<file path="config.mk">
export PLATFORM = sky130hd
export DESIGN_NAME = mem_req_arbiter
export DESIGN_NICKNAME = d
export VERILOG_FILES = /design/src/rtl/mem_arb_pkg.sv /design/src/rtl/mem_arb_rr_pick.sv /design/src/rtl/mem_req_arbiter.sv
export SDC_FILE = /design/constraint.sdc
export NUM_CORES = 1
export LEC_CHECK = 0
export CAP_MARGIN = 0
export CORE_AREA = 2 2 121 123
export CTS_CLUSTER_SIZE = 40
export DETAILED_ROUTE_END_ITERATION = 16
export DIE_AREA = 0 0 123 125
export SETUP_SLACK_MARGIN = 0.5
export SLEW_MARGIN = 15
export SYNTH_ARGS = -nofsm -noshare
export SYNTH_HDL_FRONTEND = slang
export SYNTH_HIERARCHICAL = 1
export SYNTH_SLANG_ARGS = --single-unit
</file>
<file path="constraint.sdc">
create_clock -name clk_i -period 6.3 [get_ports clk_i]
set_input_delay 1.26 -clock clk_i [delete_from_list [all_inputs] [get_ports clk_i]]
set_output_delay 1.26 -clock clk_i [all_outputs]
set_load 0.02 [all_outputs]
</file>
<file path="src/rtl/mem_arb_pkg.sv">
// Shared types and helpers for the block-RAM request arbiter.
// No logic of its own; pure declarations and constant functions.
// Not applicable: no handshake lives here.
package mem_arb_pkg;

    // Widest supported configuration: up to 8 requesters, up to 256-bit data.
    localparam int MAX_REQ = 8;
    localparam int MAX_DW  = 256;

    // Requester index wide enough for MAX_REQ masters.
    localparam int REQ_IDX_W = $clog2(MAX_REQ);
    typedef logic [REQ_IDX_W-1:0] req_idx_t;

    // Index width actually needed for a given requester count.
    function automatic int idx_w(input int n);
        return (n <= 1) ? 1 : $clog2(n);
    endfunction

    // Byte-strobe to bit-mask expansion: bit b of the mask follows strobe b/8.
    function automatic logic strb_mask_bit(input logic [MAX_DW/8-1:0] strb, input int b);
        return strb[b/8];
    endfunction

endpackage

</file>
<file path="src/rtl/mem_arb_rr_pick.sv">
// Round-robin picker: first eligible requester at or after rr_ptr_i, wrapping.
// Latency: purely combinational.
// Backpressure: none; excluded or idle masters simply are not selected.
module mem_arb_rr_pick
    import mem_arb_pkg::*;
#(
    parameter int NUM_REQ = 3
) (
    input  logic [NUM_REQ-1:0] req_i,
    input  req_idx_t           rr_ptr_i,
    input  logic [NUM_REQ-1:0] excl_i,
    output logic [NUM_REQ-1:0] gnt_o,
    output req_idx_t           idx_o,
    output logic               vld_o
);

    logic [NUM_REQ-1:0] elig;

    // Scan offsets 0..NUM_REQ-1 from rr_ptr_i; the first eligible slot wins.
    always_comb begin
        int c;
        elig  = req_i & ~excl_i;
        gnt_o = '0;
        idx_o = '0;
        vld_o = 1'b0;
        c     = 0;
        for (int i = 0; i < NUM_REQ; i++) begin
            c = int'(rr_ptr_i) + i;
            if (c >= NUM_REQ) begin
                c = c - NUM_REQ;
            end
            for (int k = 0; k < NUM_REQ; k++) begin
                if (!vld_o && elig[k] && (k == c)) begin
                    vld_o    = 1'b1;
                    idx_o    = req_idx_t'(k);
                    gnt_o[k] = 1'b1;
                end
            end
        end
    end

endmodule

</file>
<file path="src/rtl/mem_req_arbiter.sv">
// Shares one single-port bit-write block RAM between NUM_REQ request/grant masters.
// Latency: grant and RAM drive same cycle as request; read data returns one cycle later.
// Backpressure: req_i held until gnt_o; read return has no ready and must be accepted.
module mem_req_arbiter
    import mem_arb_pkg::*;
#(
    parameter int NUM_REQ    = 3,
    parameter int ADDR_WIDTH = 14,
    parameter int DATA_WIDTH = 32,
    parameter int MAX_HOLD   = 4
) (
    input  logic                           clk_i,
    input  logic                           rstn_i,
    input  logic [NUM_REQ-1:0]             req_i,
    input  logic [NUM_REQ-1:0]             we_i,
    input  logic [NUM_REQ*ADDR_WIDTH-1:0]  addr_i,
    input  logic [NUM_REQ*DATA_WIDTH-1:0]  wdata_i,
    input  logic [NUM_REQ*DATA_WIDTH/8-1:0] wstrb_i,
    output logic [NUM_REQ-1:0]             gnt_o,
    output logic [NUM_REQ-1:0]             rvalid_o,
    output logic [DATA_WIDTH-1:0]          rdata_o,
    output logic                           ram_cs_o,
    output logic                           ram_we_o,
    output logic [ADDR_WIDTH-1:0]          ram_addr_o,
    output logic [DATA_WIDTH-1:0]          ram_wstrb_o,
    output logic [DATA_WIDTH-1:0]          ram_din_o,
    input  logic [DATA_WIDTH-1:0]          ram_dout_i
);

    localparam int SW = DATA_WIDTH / 8;

    req_idx_t   rr_ptr_q, rr_ptr_d;
    logic [3:0] hold_cnt_q, hold_cnt_d;
    req_idx_t   last_owner_q, last_owner_d;
    logic       rd_pend_q, rd_pend_d;
    req_idx_t   rd_idx_q, rd_idx_d;

    logic [NUM_REQ-1:0] owner_oh;
    logic [NUM_REQ-1:0] excl;
    logic [NUM_REQ-1:0] pick_gnt;
    req_idx_t           pick_idx;
    logic               pick_vld;
    logic               keep;
    logic               others_req;
    logic               win_vld;
    req_idx_t           win_idx;

    logic                  sel_we;
    logic [ADDR_WIDTH-1:0] sel_addr;
    logic [DATA_WIDTH-1:0] sel_wdata;
    logic [SW-1:0]         sel_strb;
    logic [MAX_DW/8-1:0]   strb_ext;

    // Locality and fairness: keep the previous winner while under its hold
    // limit; once at the limit, step it aside if anyone else is waiting.
    // A non-zero hold_cnt_q means last_owner_q was granted in the previous cycle.
    always_comb begin
        owner_oh = '0;
        for (int k = 0; k < NUM_REQ; k++) begin
            owner_oh[k] = (last_owner_q == req_idx_t'(k));
        end
        others_req = |(req_i & ~owner_oh);
        keep       = (|(req_i & owner_oh)) && (hold_cnt_q != 4'd0)
                     && (hold_cnt_q < 4'(MAX_HOLD));
        excl       = ((hold_cnt_q == 4'(MAX_HOLD)) && others_req) ? owner_oh : '0;
    end

    mem_arb_rr_pick #(
        .NUM_REQ (NUM_REQ)
    ) u_pick (
        .req_i    (req_i),
        .rr_ptr_i (rr_ptr_q),
        .excl_i   (excl),
        .gnt_o    (pick_gnt),
        .idx_o    (pick_idx),
        .vld_o    (pick_vld)
    );

    // Final winner: held owner overrides the round-robin pick.
    always_comb begin
        win_vld = keep | pick_vld;
        win_idx = keep ? last_owner_q : pick_idx;
        gnt_o   = keep ? owner_oh : pick_gnt;
    end

    // Request mux; with no winner win_idx is 0, so master 0 drives the idle RAM bus.
    always_comb begin
        sel_we    = 1'b0;
        sel_addr  = '0;
        sel_wdata = '0;
        sel_strb  = '0;
        for (int k = 0; k < NUM_REQ; k++) begin
            if (win_idx == req_idx_t'(k)) begin
                sel_we    = we_i[k];
                sel_addr  = addr_i[k*ADDR_WIDTH +: ADDR_WIDTH];
                sel_wdata = wdata_i[k*DATA_WIDTH +: DATA_WIDTH];
                sel_strb  = wstrb_i[k*SW +: SW];
            end
        end
    end

    // RAM drive: byte strobes widen to a bit mask; reads never write any bit.
    always_comb begin
        strb_ext         = '0;
        strb_ext[SW-1:0] = sel_strb;
        ram_cs_o         = win_vld;
        ram_we_o         = win_vld & sel_we;
        ram_addr_o       = sel_addr;
        ram_din_o        = sel_wdata;
        ram_wstrb_o      = '0;
        for (int b = 0; b < DATA_WIDTH; b++) begin
            ram_wstrb_o[b] = sel_we & strb_mask_bit(strb_ext, b);
        end
    end

    // Next-state for hold counter, ownership, pointer and read-return tag.
    always_comb begin
        rr_ptr_d     = rr_ptr_q;
        hold_cnt_d   = 4'd0;
        last_owner_d = last_owner_q;
        rd_pend_d    = 1'b0;
        rd_idx_d     = rd_idx_q;
        if (win_vld) begin
            if (win_idx == last_owner_q) begin
                hold_cnt_d = (hold_cnt_q >= 4'(MAX_HOLD)) ? 4'(MAX_HOLD)
                                                          : hold_cnt_q + 4'd1;
            end else begin
                hold_cnt_d = 4'd1;
            end
            last_owner_d = win_idx;
            rr_ptr_d     = (win_idx == req_idx_t'(NUM_REQ - 1)) ? '0
                                                                : win_idx + req_idx_t'(1);
            if (!sel_we) begin
                rd_pend_d = 1'b1;
                rd_idx_d  = win_idx;
            end
        end
    end

    // State registers; reset drops any read still in flight.
    always_ff @(posedge clk_i or negedge rstn_i) begin
        if (!rstn_i) begin
            rr_ptr_q     <= '0;
            hold_cnt_q   <= 4'd0;
            last_owner_q <= '0;
            rd_pend_q    <= 1'b0;
            rd_idx_q     <= '0;
        end else begin
            rr_ptr_q     <= rr_ptr_d;
            hold_cnt_q   <= hold_cnt_d;
            last_owner_q <= last_owner_d;
            rd_pend_q    <= rd_pend_d;
            rd_idx_q     <= rd_idx_d;
        end
    end

    // Read return: RAM output passes straight through, tagged to the reader.
    always_comb begin
        rdata_o  = ram_dout_i;
        rvalid_o = '0;
        for (int k = 0; k < NUM_REQ; k++) begin
            rvalid_o[k] = rd_pend_q && (rd_idx_q == req_idx_t'(k));
        end
    end

endmodule

</file>
==> run metrics <==
number of port buffers=243; Final Wtd Congestion=0.945; startpoint of the most critical hold path=rr_ptr_q[0]; crit path buf inv count=4; IR Drop Worst-Case VDD=0.000249 V; number of nets at the end of the flow=743; Least-Margin Pin Slew=0.704 ns; num ports=308; sequential-to-total area share from yosys stat=11.4%; Data arrival, critical path=4.47 ns; reported leakage power=2.15 nW; filler-free cell count of the finished design=734; type of the most critical hold path=register to register; global-route wire length before repair=22.6 mm; largest net degree at the start of global routing=48; wire length reported by the detailed router=16.1 mm; Num CTS Buffers=3; critical path data required time=5.04 ns; antenna violations before repair=8; most used standard cells in the synthesized netlist=63 x buf_4, 53 x mux2i_1, 50 x o2bb2ai_1; R2R Path Start=rr_ptr_q[1]; simple-gate share of the synthesized area=15.8%; post-layout instance area=5250 um2; Sw Pwr=2.02 mW; routed via count divided by cell count=4.81; worst setup path startpoint=req_i[0]; CTS HTree Levels=1; total cell area at the placement stage=5280 um2; drt first-iter violations=176; relative contribution of sequential cells to total power=5.3%; largest family of logic cells by synthesized area=compound AO/OA/AOI/OAI gates; post-synthesis net count=567; post-route total power=3.59 mW; antenna viol nets, final=0; startpoint type of the worst setup path=input pin; XOR/XNOR Fraction of Synth Area=1.71%; core area=14,200 um2; most frequent cell after synthesis=buf_4; fraction of the cycle the final worst path needs=90.9%; portion of total power attributed to the clock network=3.8%; setup repair after global routing missed its margin=true; fraction of layout instances using a drive strength above 1=19.7%; number of warning messages in the yosys log=6; setup violation total in the final timing report=0; combinational power share=91.0%; crit path setup slack, layout=0.575 ns; multiplexer area fraction after synthesis=18.7%; Worst-Skew Late Latency=0.25 ns; count of different cell masters after synthesis=67; vias=3,533; family of cells with the greatest summed delay on the critical path=buffers and inverters; total negative slack for setup checks=0 ns; area fraction in compound gates after synthesis=27.6%; Critical Setup Path Class=input pin to output pin; crit path max-delay cell type=clkdlybuf4s50_1; worst slack on hold paths=0.489 ns; Worst setup EP type=output pin; All-Layer GR Usage=20.2%; GRT Residual Overflow=0; CTS hold repair buffers=0; TritonCTS clock tree=done; final hold violation count=0; Synth async-reset ratio=100%; number of pins with negative max-slew slack in the final report=0; number of global-route vias before repair=3,656; area overhead of the layout relative to synthesis=70.9%; final critical-path required period=5.73 ns; initial core utilization=21.6%; placement row count=44; Sw Ratio=56.4%; CTS Root Cell=clkbuf_16; mean instance size in the synthesized netlist=8.37 um2; detailed-placement wirelength estimate=13.6 mm; average routed wire per standard cell=22.0 um; Highest Clock Rate=0.175 GHz; Seq cells post-synth=14; number of DRC violations after detailed routing=0; ratio of total power to cell area=684 nW/um2; height of the die=125 um; count of flip-flops with a built-in enable after synthesis=0; Int Power=1.57 mW; fin util=37.0%; clock slew at reported path FFs=0.05 ns; highest cell delay on the worst timing path=0.55 ns; worst-path cell chain=clkdlybuf4s50_1, o21ai_0, nor3_1, nand2b_1, a211oi_2, o21bai_1, nand2_2, o21ai_1, inv_1, a21o_1, a21oi_1, buf_4, o2bb2ai_2, and2_2, dlygate4sd2_1; worst max-slew margin expressed relative to the limit=52.9%; cell taking the most area after synthesis=mux2i_1; Die X=123 um; number of clock sinks=14; gate count after technology mapping=367; maximum number of buffers from clock root to sink=2; portion of synthesized cell area occupied by the leading cell type=17.3%; adder-cell share of the synthesized area=4.07%; area of the die=15,400 um2; Post-Synthesis Cell Area=3070 um2; primary flip-flop cell chosen by synthesis mapping=dfrtp_1; Pre-antenna DRT Iters=4; leading post-synthesis cells by cell area=mux2i_1 17%, buf_4 15%, o2bb2ai_1 14%; maximum capacitance violations=0; instance count after placement with tap cells included=720; status=complete, no violations; clk_skew=0.00256 ns; highest fanout seen on the critical path=8; worst setup slack after placement=0.00411 ns
[final timing paths]
| check | end | slack [ns] | cells after the start |
|---|---|---|---|
| setup / recovery | ram_wstrb_o[29] | 0.57 | 15 |
| max in group asynchronous | rr_ptr_q[2] | 4.41 | 1 |
| hold / removal | rr_ptr_q[0] | 0.49 | 2 |
| min in group asynchronous | last_owner_q[1] | 1.44 | 1 |
| setup reg to reg | rd_idx_q[0] | 2.44 | 14 |
| hold reg to reg | rr_ptr_q[0] | 0.49 | 2 |
[tightest hold or removal path, delay by kind of cell, from the launching register on]
family / cells / cell delay [ns]
AO/OA/AOI/OAI: 1 / 0.06
AND/OR/NAND/NOR: 1 / 0.05
flip-flops: 1 / 0.34
[power by group through the flow]
stage	registers, mW	logic, mW	clock network, mW
2_1_floorplan	0.168	2.21	0
3_3_place_gp	0.187	3.44	0
3_5_place_dp	0.190	3.45	0
4_1_cts	0.188	3.30	0.137
5_1_grt	0.196	3.49	0.142
6_report	0.190	3.27	0.135
[sequential cells by signal, indices dropped and copies added, names as in the netlist]
| name | flops |
|---|---|
| hold_cnt_q | 4 |
| last_owner_q | 3 |
| rd_idx_q | 3 |
| rd_pend_q | 1 |
| rr_ptr_q | 3 |
[final cells by class]
class	count	area, um2
diodes	8	20.0
repair buffers	254	2300
multi-input cells	258	2210
inverters	12	45.0
well taps	184	230
flip-flops and latches	14	350
clock buffers	4	88.8
fillers	1512	8950
[timing repair]
item / in CTS / in global routing
setup endpoints to repair: 79 / 80
buffers inserted: 0 / 1
gates cloned: 1 / 0
pin swaps: 0 / 1
gates resized for setup: 89 / 123
[cell families (layout without fill, tap and decap cells)]
kind of cell / Yosys count / in the layout
buf+inv: 95 / 270
compound gates: 106 / 106
fa+ha+maj: 10 / 10
other cells: 2 / 10
mux: 57 / 57
xor+xnor: 6 / 6
simple gates: 77 / 77
flops: 14 / 14
[layer usage]
metal / track usage (%) / share of wire [%]
met1: 18.9 / 31
met5: 0 / 0
met4: 9.29 / 2.6
met2: 39.1 / 58
met3: 5.84 / 7.5
[cell usage in the layout, fill, tap and decap left out, types with 3 or more instances in the layout]
master / count
a21oi_1: 11
nand2_1: 14
inv_1: 11
nor2b_1: 3
ha_1: 10
nor3_1: 6
dlygate4sd2_1: 21
nor2_1: 12
nand2b_1: 3
xor2_1: 4
diode_2: 8
o21ai_0: 6
dfrtp_1: 14
o2bb2ai_1: 44
a211oi_2: 5
clkbuf_16: 3
clkdlybuf4s50_1: 163
buf_4: 6
nor4b_1: 4
o2bb2ai_2: 6
dlymetal6s2s_1: 5
o21ai_1: 7
clkbuf_2: 54
mux2i_1: 52
and2_2: 4
mux2_2: 3
Power figures use the tool's default switching activity.
